## src/rtl/instr_encode_loader.sv

```systemverilog
// -----------------------------------------------------------------------------
// instr_encode_loader
//
// Packs RV32I instruction fields plus a full 32-bit immediate into one
// instruction word (the inverse of the core's immediate decoder), range-checks
// the immediate, and writes the resulting words into instruction memory at
// consecutive byte addresses. A burst is opened with a start pulse, accepts
// `count` field bundles over a valid/ready handshake and closes with a
// one-cycle done pulse.
//
// Ports
//   clk, rst_n          rising-edge clock, asynchronous active-low reset
//   start               begin a burst (honoured only when idle)
//   base_addr, count    first byte address (word aligned) and burst length
//   in_valid/in_ready   field bundle handshake
//   in_fmt              0 OP-IMM,1 LOAD,2 STORE,3 BRANCH,4 JAL,5 LUI,6 AUIPC,7 illegal
//   in_rd/rs1/rs2       register fields
//   in_funct3, in_imm   funct3 and signed immediate
//   imem_we/addr/wdata  registered IMEM write port
//   busy, done          burst in progress / burst complete pulse
//   err, err_addr       sticky encode failure and first failing address
//   words_written       words written so far in this burst
// -----------------------------------------------------------------------------
module instr_encode_loader #(
  parameter int          ADDR_W   = 10,
  parameter int          CNT_W    = 8,
  parameter logic [31:0] NOP_WORD = 32'h00000013
) (
  input  logic              clk,
  input  logic              rst_n,
  input  logic              start,
  input  logic [ADDR_W-1:0] base_addr,
  input  logic [CNT_W-1:0]  count,
  input  logic              in_valid,
  output logic              in_ready,
  input  logic [2:0]        in_fmt,
  input  logic [4:0]        in_rd,
  input  logic [4:0]        in_rs1,
  input  logic [4:0]        in_rs2,
  input  logic [2:0]        in_funct3,
  input  logic [31:0]       in_imm,
  output logic              imem_we,
  output logic [ADDR_W-1:0] imem_addr,
  output logic [31:0]       imem_wdata,
  output logic              busy,
  output logic              done,
  output logic              err,
  output logic [ADDR_W-1:0] err_addr,
  output logic [CNT_W-1:0]  words_written
);

  typedef enum logic [1:0] {
    S_IDLE  = 2'd0,
    S_LOAD  = 2'd1,
    S_FLUSH = 2'd2
  } state_e;

  // Major opcode for each field format.
  function automatic logic [6:0] opcode_of(input logic [2:0] fmt);
    logic [6:0] op;
    case (fmt)
      3'd0:    op = 7'b0010011;
      3'd1:    op = 7'b0000011;
      3'd2:    op = 7'b0100011;
      3'd3:    op = 7'b1100011;
      3'd4:    op = 7'b1101111;
      3'd5:    op = 7'b0110111;
      3'd6:    op = 7'b0010111;
      default: op = 7'b0000000;
    endcase
    return op;
  endfunction

  // True when the immediate is representable in the format. A signed range
  // check reduces to "all bits above the field's sign bit equal the sign".
  function automatic logic imm_legal(input logic [2:0] fmt, input logic [31:0] imm);
    logic ok;
    case (fmt)
      3'd0, 3'd1, 3'd2: ok = (imm[31:11] == {21{imm[31]}});
      3'd3:             ok = (imm[31:12] == {20{imm[31]}}) && (imm[0] == 1'b0);
      3'd4:             ok = (imm[31:20] == {12{imm[31]}}) && (imm[0] == 1'b0);
      3'd5, 3'd6:       ok = (imm[11:0] == 12'h000);
      default:          ok = 1'b0;
    endcase
    return ok;
  endfunction

  // Scatter the immediate and register fields into the RV32I word layout.
  function automatic logic [31:0] encode(input logic [2:0]  fmt,
                                         input logic [4:0]  rd,
                                         input logic [4:0]  rs1,
                                         input logic [4:0]  rs2,
                                         input logic [2:0]  f3,
                                         input logic [31:0] imm);
    logic [6:0]  op;
    logic [31:0] w;
    op = opcode_of(fmt);
    case (fmt)
      3'd0, 3'd1: w = {imm[11:0], rs1, f3, rd, op};
      3'd2:       w = {imm[11:5], rs2, rs1, f3, imm[4:0], op};
      3'd3:       w = {imm[12], imm[10:5], rs2, rs1, f3, imm[4:1], imm[11], op};
      3'd4:       w = {imm[20], imm[10:1], imm[11], imm[19:12], rd, op};
      3'd5, 3'd6: w = {imm[31:12], rd, op};
      default:    w = NOP_WORD;
    endcase
    return w;
  endfunction

  state_e            state_q, state_d;
  logic [ADDR_W-1:0] addr_q, addr_d;          // address of the next word slot
  logic [CNT_W-1:0]  remaining_q, remaining_d;
  logic              we_q, we_d;
  logic [ADDR_W-1:0] waddr_q, waddr_d;
  logic [31:0]       wdata_q, wdata_d;
  logic              err_q, err_d;
  logic [ADDR_W-1:0] err_addr_q, err_addr_d;
  logic [CNT_W-1:0]  words_q, words_d;
  logic              done_q, done_d;
  logic              busy_q, busy_d;

  logic              accept_s;
  logic              legal_s;
  logic [31:0]       enc_s;

  assign in_ready = (state_q == S_LOAD) && (remaining_q != {CNT_W{1'b0}});
  assign accept_s = in_valid && in_ready;
  assign legal_s  = imm_legal(in_fmt, in_imm);
  assign enc_s    = encode(in_fmt, in_rd, in_rs1, in_rs2, in_funct3, in_imm);

  // Next-state and burst bookkeeping.
  always_comb begin
    state_d     = state_q;
    addr_d      = addr_q;
    remaining_d = remaining_q;
    we_d        = 1'b0;
    waddr_d     = waddr_q;
    wdata_d     = wdata_q;
    err_d       = err_q;
    err_addr_d  = err_addr_q;
    words_d     = words_q;

    case (state_q)
      S_IDLE: begin
        if (start) begin
          addr_d      = base_addr & {{(ADDR_W-2){1'b1}}, 2'b00};
          remaining_d = count;
          err_d       = 1'b0;
          err_addr_d  = {ADDR_W{1'b0}};
          words_d     = {CNT_W{1'b0}};
          if (count == {CNT_W{1'b0}}) begin
            state_d = S_FLUSH;
          end else begin
            state_d = S_LOAD;
          end
        end else begin
          state_d = S_IDLE;
        end
      end
      S_LOAD: begin
        if (accept_s) begin
          we_d        = 1'b1;
          waddr_d     = addr_q;
          wdata_d     = legal_s ? enc_s : NOP_WORD;
          addr_d      = addr_q + {{(ADDR_W-3){1'b0}}, 3'b100};
          remaining_d = remaining_q - {{(CNT_W-1){1'b0}}, 1'b1};
          words_d     = words_q + {{(CNT_W-1){1'b0}}, 1'b1};
          if (!legal_s) begin
            err_d = 1'b1;
            if (!err_q) begin
              err_addr_d = addr_q;
            end else begin
              err_addr_d = err_addr_q;
            end
          end else begin
            err_d = err_q;
          end
        end else if (remaining_q == {CNT_W{1'b0}}) begin
          // Last word is on the write port this cycle; done follows it.
          state_d = S_FLUSH;
        end else begin
          state_d = S_LOAD;
        end
      end
      S_FLUSH: begin
        state_d = S_IDLE;
      end
      default: begin
        state_d = S_IDLE;
      end
    endcase

    done_d = (state_d == S_FLUSH);
    busy_d = (state_d != S_IDLE);
  end

  // State and output registers.
  always_ff @(posedge clk or negedge rst_n) begin
    if (!rst_n) begin
      state_q     <= S_IDLE;
      addr_q      <= {ADDR_W{1'b0}};
      remaining_q <= {CNT_W{1'b0}};
      we_q        <= 1'b0;
      waddr_q     <= {ADDR_W{1'b0}};
      wdata_q     <= 32'h00000000;
      err_q       <= 1'b0;
      err_addr_q  <= {ADDR_W{1'b0}};
      words_q     <= {CNT_W{1'b0}};
      done_q      <= 1'b0;
      busy_q      <= 1'b0;
    end else begin
      state_q     <= state_d;
      addr_q      <= addr_d;
      remaining_q <= remaining_d;
      we_q        <= we_d;
      waddr_q     <= waddr_d;
      wdata_q     <= wdata_d;
      err_q       <= err_d;
      err_addr_q  <= err_addr_d;
      words_q     <= words_d;
      done_q      <= done_d;
      busy_q      <= busy_d;
    end
  end

  assign imem_we       = we_q;
  assign imem_addr     = waddr_q;
  assign imem_wdata    = wdata_q;
  assign busy          = busy_q;
  assign done          = done_q;
  assign err           = err_q;
  assign err_addr      = err_addr_q;
  assign words_written = words_q;

endmodule

```

## config.mk

```make
export PLATFORM = sky130hd
export DESIGN_NAME = instr_encode_loader
export DESIGN_NICKNAME = d
export VERILOG_FILES = /design/src/rtl/instr_encode_loader.sv
export SDC_FILE = /design/constraint.sdc
export NUM_CORES = 1
export LEC_CHECK = 0
export BUFFER_PORTS_ARGS = -buffer_cell sky130_fd_sc_hd__buf_2
export CORE_MARGIN = 8
export CORE_UTILIZATION = 44
export DETAILED_ROUTE_END_ITERATION = 12
export PLACE_DENSITY = 0.72
export SLEW_MARGIN = 20
export SYNTH_ARGS = -nofsm -noshare
export SYNTH_HDL_FRONTEND = slang
export SYNTH_SLANG_ARGS = --single-unit
```

## constraint.sdc

```tcl
create_clock -name clk -period 6.15 [get_ports clk]
set_input_delay 0 -clock clk [delete_from_list [all_inputs] [get_ports clk]]
set_output_delay 0 -clock clk [all_outputs]
set_load 0.02 [all_outputs]
```

==> results of run 1 <==
cells in the mapped netlist (8+ instances only):
master,n,area share
a22o_1,10,0.022
a22oi_1,14,0.026
nand3_1,12,0.015
o21ai_1,24,0.030
o21ai_0,28,0.035
dfrtp_1,77,0.48
a221oi_1,8,0.017
nand2_1,73,0.068
nor2b_1,13,0.020
clkbuf_1,19,0.018
a21oi_1,37,0.046
nor2_1,27,0.025
placed cells by master (no fill, tap or decap), types with 3 or more instances in the layout:
cell type      synthesis  layout
nand2_1               73      73
or3_1                  5       5
dfrtp_1               77      77
clkbuf_8               0       9
ha_1                   3       3
nand3b_1               3       3
a21oi_1               37      37
nor2b_1               13      13
o21ai_1               24      24
inv_1                  7       7
conb_1                 1       4
a221oi_1               8       8
inv_6                  0       3
mux2i_1                3       3
nor2_1                27      27
o21ai_0               28      28
dlygate4sd3_1          0      58
a22o_1                10      10
o22ai_1                7       7
nand3_1               12      12
nor4_1                 7       7
buf_2                  3     132
nand4_1                7       7
nor3_1                 5       5
or4_1                  3       3
buf_4                  5       3
a22oi_1               14      14
and3_1                 5       5
xor2_1                 6       6
tightest hold or removal path, cell delays in order:
cell and delay [ns]:
buf_2 0.11, nand2_1 0.06, nand3_1 0.07, o21ai_0 0.08
o21ai_1 0.06
power by group:
group / internal [mW] / switching (mW) / total (mW)
Sequential: 0.634 / 0.111 / 0.745
Clock: 0.155 / 0.218 / 0.373
Combinational: 0.271 / 0.433 / 0.704
Total: 1.06 / 0.762 / 1.82
layout make-up:
type	count	area (um^2)	share of cell area
antenna	1	2.50	0.000454
timing repair buffer	194	1290	0.234
clock inverter	7	62.6	0.0114
sequential	77	1930	0.350
inverter	8	30.0	0.00545
tap	111	139	0.0252
clock buffer	9	124	0.0225
multi-input combinational	339	1930	0.351
per-stage QoR:
stage	cells	cell area, um^2	util	worst slack (ns)
6_report	746	5510	0.608	2.81
5_1_grt	746	5510	0.608	2.54
4_1_cts	744	5480	0.604	2.82
3_5_place_dp	670	4710	0.520	2.87
3_3_place_gp	670	4710	0.520	2.88
2_1_floorplan	455	4030	-	3.83
path summary, 6_finish.rpt:
kind	to	slack, ns	depth (start not counted)	start
min in group asynchronous	busy	0.06	2	rst_n
max in group asynchronous	imem_wdata[8]	5.53	3	rst_n
max	remaining_q[6]	2.81	11	remaining_q[0]
max reg2reg	remaining_q[6]	2.81	11	remaining_q[0]
min	imem_wdata[20]	0.04	5	in_rs2[0]
min reg2reg	imem_addr[6]	0.47	2	imem_addr[6]
routing by layer:
metal / vias to the layer above / part of all wire / GRT usage
met1: 2036 / 0.41 / 0.237
met3: 19 / 0.082 / 0.0644
met2: 190 / 0.49 / 0.329
met4: 0 / 0.019 / 0.0675
li1: 1990 / - / -
met5: - / 0 / 0
sequential cells by signal (all words and copies together) (netlist names):
name and count:
err 1, done 1, imem_we 1, state_q 2
busy 1, imem_wdata 31, words_written 8, addr_q 8
remaining_q 8, err_addr 8, imem_addr 8
cell families after synthesis:
| kind of cell | count (synthesis) | synth area share |
|---|---|---|
| muxes | 4 | 0.0103 |
| adders and majority gates | 3 | 0.00934 |
| buffers and inverters | 39 | 0.0439 |
| AOI/OAI and AO/OA | 145 | 0.227 |
| xor gates and xnor gates | 7 | 0.0153 |
| other | 1 | 0.000933 |
| DFF | 77 | 0.479 |
| and+or+nand+nor | 176 | 0.214 |
repair_timing:
action / in CTS / in global routing
setup endpoints to repair: 0 / 0
endpoints found under the hold margin: 117 / 0
hold buffers: 58 / 0
==> reports/qor.yml, run 1 <==
worst_hold_path:
  hold_path.class: "input port to flip-flop"
timing:
  drv_slew: 0
  hold_violations: 0
  worst_slew_pin_slew_ns: 0.794
  clock_skew_ns: 0.0122
  rsz0062_at_grt: "no"
  worst_slew_margin_rel: 0.471
  fmax_mhz: 299
  fin_tns_setup_ns: 0
  period_share: 0.544
  whs_ns: 0.0415
  setup_viol: 0
  period_needed_ns: 3.34
clock_tree:
  cts_root_buf: "clkbuf_8"
  clk_path_buf_depth: 2
  htreeDepth: 3
  post_cts.repair.setup_buffers: 0
  cts_sinks: 77
  cts_inserted_buffers: 9
  postCtsResizedCells: 0
  insertion_delay_ns: 0.36
  cts_tree: "done"
  clk_pin_slew_worst_paths_ns: 0.09
worst_setup_path:
  crit_buf_inv: 4
  slowest_stage: "dlygate4sd3_1"
  path_delay_family: "buffers and inverters"
  path_class: "flip-flop to flip-flop"
  worst-endpoint-required_ns: 6.44
  cp-start-kind: "flip-flop"
  end_kind: "flip-flop"
  worst_ep_arrival_time_ns: 3.64
  path_max_fanout: 52
  cp_cell_sequence: "inv_1 > ha_1 > nor2b_1 > a31oi_1 > nand2_2 > buf_4 > inv_2 > nor2_2 > o21ai_0 > nand3_1 > dlygate4sd3_1"
  cpPeakStageDelay_ns: 0.54
synth:
  synth_ff_type: "dfrtp_1"
  seq_area_frac_synth: 0.479
  syn_area_per_cell_um2: 8.89
  synth_edf_count: 0
  syn_area_um2: 4020
  syn_inst: 452
  yosys_warnings: 0
  synthArstFlopShare: 1.00
  synth_seq_cells: 77
  synthDistinctLibCells: 58
power:
  ir_drop_mv: 0.129
  p_leak_nw: 2.60
  power.total_mw: 1.82
  pwr_density_cell_nw_per_um2: 331
run:
  drv_cap: 0
route:
  vias: 4235
  drt_pass1_iterations: 5
  routed_wl_um: 12500
  via_per_inst: 5.68
  drc: 0
  drt_iter0_drc: 184
  wl_per_cell_um: 16.7
  detail-route-antenna-nets: 0
global_routing:
  grt_usage: 0.199
  overflow: 0
  grt_pass1_vias: 4248
  grt_max_degree: 78
  antenna_found_initial: 1
  grt_pass1_wl_um: 20700
floorplan:
  rows: 35
  die_w_um: 112
  core_area_um2: 9060
  initial_core_util: 0.443
  io_pins: 140
  die_area_um2: 12400
  chipHeight_um: 112
finish:
  synthToLayoutAreaGrowth_pct: 37.0
  drive_gt1_frac: 0.263
  nets: 707
  nFillCells: 767
placement:
  dpl.hpwl_um: 8380
  port_buffers: 133
  gp_congestion: 0.832
run_status:
  status: "complete, no violations"
(Power assumes the default switching activity.)
==> inputs of run 2 (changes only) <==
==> constraint.sdc (replaced) <==
create_clock -name clk -period 3.24 [get_ports clk]
set_input_delay 0 -clock clk [delete_from_list [all_inputs] [get_ports clk]]
set_output_delay 0 -clock clk [all_outputs]
set_load 0.02 [all_outputs]
==> reports/qor.yml, run 2 (synthesized netlist as in run 1, its figures left out) <==
finish:
  final_util: 0.609
  nets: 708
  synthToLayoutAreaGrowth_pct: 37.4
  largest_reg_flops: 31
  final_cell_mix: "132 x buf_2, 77 x dfrtp_1, 73 x nand2_1"
  drive_gt1_frac: 0.265
  diodes: 0
  final_common_cell: "buf_2"
power:
  p_leak_nw: 2.62
  p_sw_frac: 0.402
  power_frac_seq: 0.397
  p_switching_mw: 1.43
  power.internal_mw: 2.13
  comb_power_share: 0.381
  p_clk_frac: 0.222
  pwr_density_cell_nw_per_um2: 646
  ir_drop_mv: 0.239
global_routing:
  antenna_found_initial: 0
  grt_max_degree: 78
  top_usage_layer: "met2"
  grt_pass1_wl_um: 21100
  grt_usage: 0.205
  grt_use_met3: 0.0693
  use_met2: 0.339
  overflow: 0
  use_met1: 0.243
  grt_pass1_vias: 4258
floorplan:
  rows: 35
  io_pins: 140
  initial_core_util: 0.443
  chipHeight_um: 112
  die_w_um: 112
  core_area_um2: 9060
  die_area_um2: 12400
worst_setup_path:
  worst-endpoint-required_ns: 3.47
  end_kind: "flip-flop"
  path_class: "flip-flop to flip-flop"
  path_max_fanout: 14
  worst_ep_arrival_time_ns: 2.85
  worst-r2r-cell-count: 8
  cp-start-kind: "flip-flop"
clock_tree:
  cts_root_buf: "clkbuf_8"
  insertion_delay_ns: 0.35
  clk_path_buf_depth: 2
  cts_tree: "done"
  htreeDepth: 3
  cts_sinks: 77
  cts_inserted_buffers: 9
  clk_pin_slew_worst_paths_ns: 0.08
timing:
  worst_slack_ns: 0.622
  rsz0062_at_grt: "no"
  worst_slew_pin_slew_ns: 0.974
  drv_slew: 0
  clock_skew_ns: 0.0127
  worst_slew_margin_rel: 0.351
  period_share: 0.808
  fmax_mhz: 382
  setup_viol: 0
  whs_ns: 0.0707
  period_needed_ns: 2.62
  fin_tns_setup_ns: 0
  hold_violations: 0
run_status:
  status: "complete, no violations"
placement:
  dpl.hpwl_um: 8610
  dp_worst_setup_slack_ns: 0.767
  port_buffers: 133
  gp_congestion: 0.842
route:
  detail-route-antenna-nets: 0
  drt_iter0_drc: 269
  via_per_inst: 5.70
  vias: 4249
  drc: 0
  wl_per_cell_um: 17.2
  drt_pass1_iterations: 4
  routed_wl_um: 12800
worst_hold_path:
  hold_path.class: "input port to flip-flop"
  hold_depth: 4
run:
  drv_cap: 0
-- run 2: cell type report --
type,count,area (um^2)
Clock buffer,11,151
Clock inverter,5,65.1
Fill cell,775,3540
Inverter,8,30.0
Multi-Input combinational cell,339,1930
Sequential cell,77,1930
Tap cell,111,139
Timing Repair Buffer,195,1280
-- run 2: final timing paths --
path                         startpoint          endpoint  slack [ns]
min reg2reg                imem_addr[9]      imem_addr[9]        0.47
min                            in_rd[0]     imem_wdata[7]        0.07
max in group asynchronous         rst_n    imem_wdata[26]        2.26
max reg2reg                  state_q[1]    remaining_q[6]        0.62
max                          state_q[1]    remaining_q[6]        0.62
min in group asynchronous         rst_n  words_written[7]        0.35
-- run 2: what timing repair did --
item                       in CTS  in global routing
setup buffers                   0                  0
resized for setup               0                  0
setup endpoints to repair       0                  0
hold endpoints to repair      116                  0
hold buffers                   58                  0
-- run 2: power by group through the flow --
stage | clock network (mW) | registers, mW | logic (mW)
6_report | 0.793 | 1.42 | 1.36
5_1_grt | 0.853 | 1.45 | 1.50
4_1_cts | 0.811 | 1.41 | 1.36
3_5_place_dp | 0 | 1.43 | 1.28
3_3_place_gp | 0 | 1.42 | 1.25
2_1_floorplan | 0 | 1.54 | 0.716
-- run 2: through the flow --
| stage | power (mW) | instances | area, um^2 |
|---|---|---|---|
| 6_report | 3.57 | 746 | 5520 |
| 5_1_grt | 3.80 | 746 | 5520 |
| 4_1_cts | 3.58 | 746 | 5520 |
| 3_5_place_dp | 2.71 | 672 | 4730 |
| 3_3_place_gp | 2.67 | 672 | 4730 |
| 2_1_floorplan | 2.26 | 455 | 4030 |
-- run 2: metal layers --
| layer | vias to the layer above | share of wire | wire (um) |
|---|---|---|---|
| met4 | 0 | 0.024 | 303 |
| met2 | 194 | 0.48 | 6210 |
| met5 | - | 0 | 0 |
| met1 | 2045 | 0.41 | 5320 |
| li1 | 1983 | - | - |
| met3 | 27 | 0.077 | 981 |
-- run 2: critical path: stages (launching register included) --
cell           delay (ns)
dfrtp_1              0.41
nand2b_1             0.37
a31oi_1              0.38
nand2_2              0.12
inv_2                0.22
nor2_2               0.14
o21ai_0              0.21
nand3_1              0.10
dlygate4sd3_1        0.56
==> inputs of run 3 (changes only) <==
--- a/config.mk
+++ b/config.mk
@@ -9,7 +9,7 @@
 export CORE_MARGIN = 8
 export CORE_UTILIZATION = 44
 export DETAILED_ROUTE_END_ITERATION = 12
-export PLACE_DENSITY = 0.72
+export PLACE_DENSITY = 0.75
 export SLEW_MARGIN = 20
 export SYNTH_ARGS = -nofsm -noshare
 export SYNTH_HDL_FRONTEND = slang
==> constraint.sdc (replaced) <==
create_clock -name clk -period 2.1 [get_ports clk]
set_input_delay 0 -clock clk [delete_from_list [all_inputs] [get_ports clk]]
set_output_delay 0 -clock clk [all_outputs]
set_load 0.02 [all_outputs]
==> reports/qor.yml, run 3 (synthesized netlist as in run 1, its figures left out) <==
clock_tree:
  insertion_delay_ns: 0.35
  clk_pin_slew_worst_paths_ns: 0.09
  cts_root_buf: "clkbuf_8"
  cts_inserted_buffers: 9
  htreeDepth: 3
  clk_path_buf_depth: 2
  cts_tree: "done"
  cts_sinks: 77
global_routing:
  grt_max_degree: 47
  antenna_found_initial: 0
  grt_pass1_vias: 4509
  grt_usage: 0.209
  grt_pass1_wl_um: 21600
  overflow: 0
timing:
  fin_tns_setup_ns: 0
  worst_slew_margin_rel: 0.555
  period_needed_ns: 2.03
  clock_skew_ns: 0.0115
  worst_slew_pin_slew_ns: 0.663
  setup_viol: 0
  worst_slack_ns: 0.0698
  whs_ns: -0.00769
  hold_violations: 1
  drv_slew: 0
  rsz0062_at_grt: "no"
  fmax_mhz: 493
  period_share: 0.967
floorplan:
  core_area_um2: 9060
  die_w_um: 112
  initial_core_util: 0.443
  rows: 35
  die_area_um2: 12400
  chipHeight_um: 112
  io_pins: 140
power:
  p_leak_nw: 2.72
  ir_drop_mv: 0.415
  pwr_density_cell_nw_per_um2: 1000
route:
  via_per_inst: 5.73
  detail-route-antenna-nets: 0
  drc: 0
  routed_wl_um: 13200
  wl_per_cell_um: 17.4
  drt_iter0_drc: 239
  drt_pass1_iterations: 4
  vias: 4370
worst_setup_path:
  cp_cell_sequence: "dlygate4sd3_1 > buf_2 > or3b_4 > a211oi_2 > o221ai_1 > a22o_1 > and3_4 > a22o_1"
  path_class: "input port to flip-flop"
  cpPeakStageDelay_ns: 0.54
  path_delay_family: "compound AO/OA/AOI/OAI gates"
  cp-start-kind: "input port"
  crit_buf_inv: 2
  end_kind: "flip-flop"
  worst_ep_arrival_time_ns: 2.27
  path_max_fanout: 8
  slowest_stage: "dlygate4sd3_1"
  cpMostUsedCell: "a22o_1"
  worst-endpoint-required_ns: 2.34
worst_hold_path:
  hold_path.class: "input port to flip-flop"
finish:
  postLayoutCellArea_um2: 5690
  diodes: 0
  final_cell_mix: "132 x buf_2, 77 x dfrtp_1, 72 x nand2_1"
  final_common_cell: "buf_2"
  final_util: 0.628
  seq_area_um2: 1930
  drive_gt1_frac: 0.304
  nFillCells: 753
  synthToLayoutAreaGrowth_pct: 41.6
  largest_reg_flops: 31
  multi_input_area_um2: 2000
  nets: 724
run_status:
  status: "finished with violations"
  violations: "negative hold slack"
placement:
  dpl.hpwl_um: 9390
  dp_worst_setup_slack_ns: -0.0701
  port_buffers: 133
  gp_congestion: 0.872
  dpl_cell_area_um2: 4920
run:
  drv_cap: 0
==> run 3: changes by cell type in the layout (fill, tap and decap cells not counted), sizes merged <==
cell	previous run	this run
dlygate4sd3	58	51
inv	11	12
clkinv	1	2
clkbuf	11	9
buf	137	160
==> run 3: timing repair <==
item	CTS	global route
pin swaps	0	1
hold endpoints to repair	80	0
hold buffers	52	0
resized for setup	2	9
endpoints found under the setup margin	13	40
buffers inserted	0	1
==> run 3: where the power goes <==
| group | total (mW) | internal, mW | switching [mW] |
|---|---|---|---|
| logic | 2.32 | 0.928 | 1.39 |
| registers | 2.20 | 1.86 | 0.341 |
| clock network | 1.18 | 0.567 | 0.614 |
==> run 3: area by class of cell <==
class | count | share of cell area
multi-input cells | 339 | 0.352
clock inverters | 7 | 0.0139
flip-flops and latches | 77 | 0.339
repair buffers | 211 | 0.244
clock buffers | 9 | 0.0218
well taps | 111 | 0.0244
inverters | 8 | 0.00528
==> run 3: layer usage <==
layer	up-vias	wire length (um)	track usage
li1	2022	-	-
met1	2089	5340	0.245
met2	224	6410	0.347
met3	35	1130	0.0595
met4	0	371	0.0930
met5	-	0	0
==> run 3: worst paths after layout <==
check,from,to,slack (ns),depth (start not counted)
min,in_imm[26],imem_wdata[26],-0.008,3
min reg2reg,imem_addr[8],imem_addr[8],0.48,2
max reg2reg,remaining_q[0],addr_q[9],0.11,9
max in group asynchronous,rst_n,imem_wdata[21],1.29,3
max,in_fmt[0],err_addr[9],0.07,8
min in group asynchronous,rst_n,imem_wdata[1],0.20,2
==> run 3: tightest hold or removal path, stage by stage <==
cell,delay (ns)
buf_2,0.12
a221oi_1,0.08
o21ai_1,0.10
==> run 3: metrics by stage <==
step	hold WS (ns)	power (mW)	cells
3_5_place_dp	0.0467	4.38	694
6_report	-0.00769	5.69	762
4_1_cts	0.00204	5.66	762
3_3_place_gp	0.0380	4.30	694
5_1_grt	0.0337	6.05	762
2_1_floorplan	-0.296	3.54	455
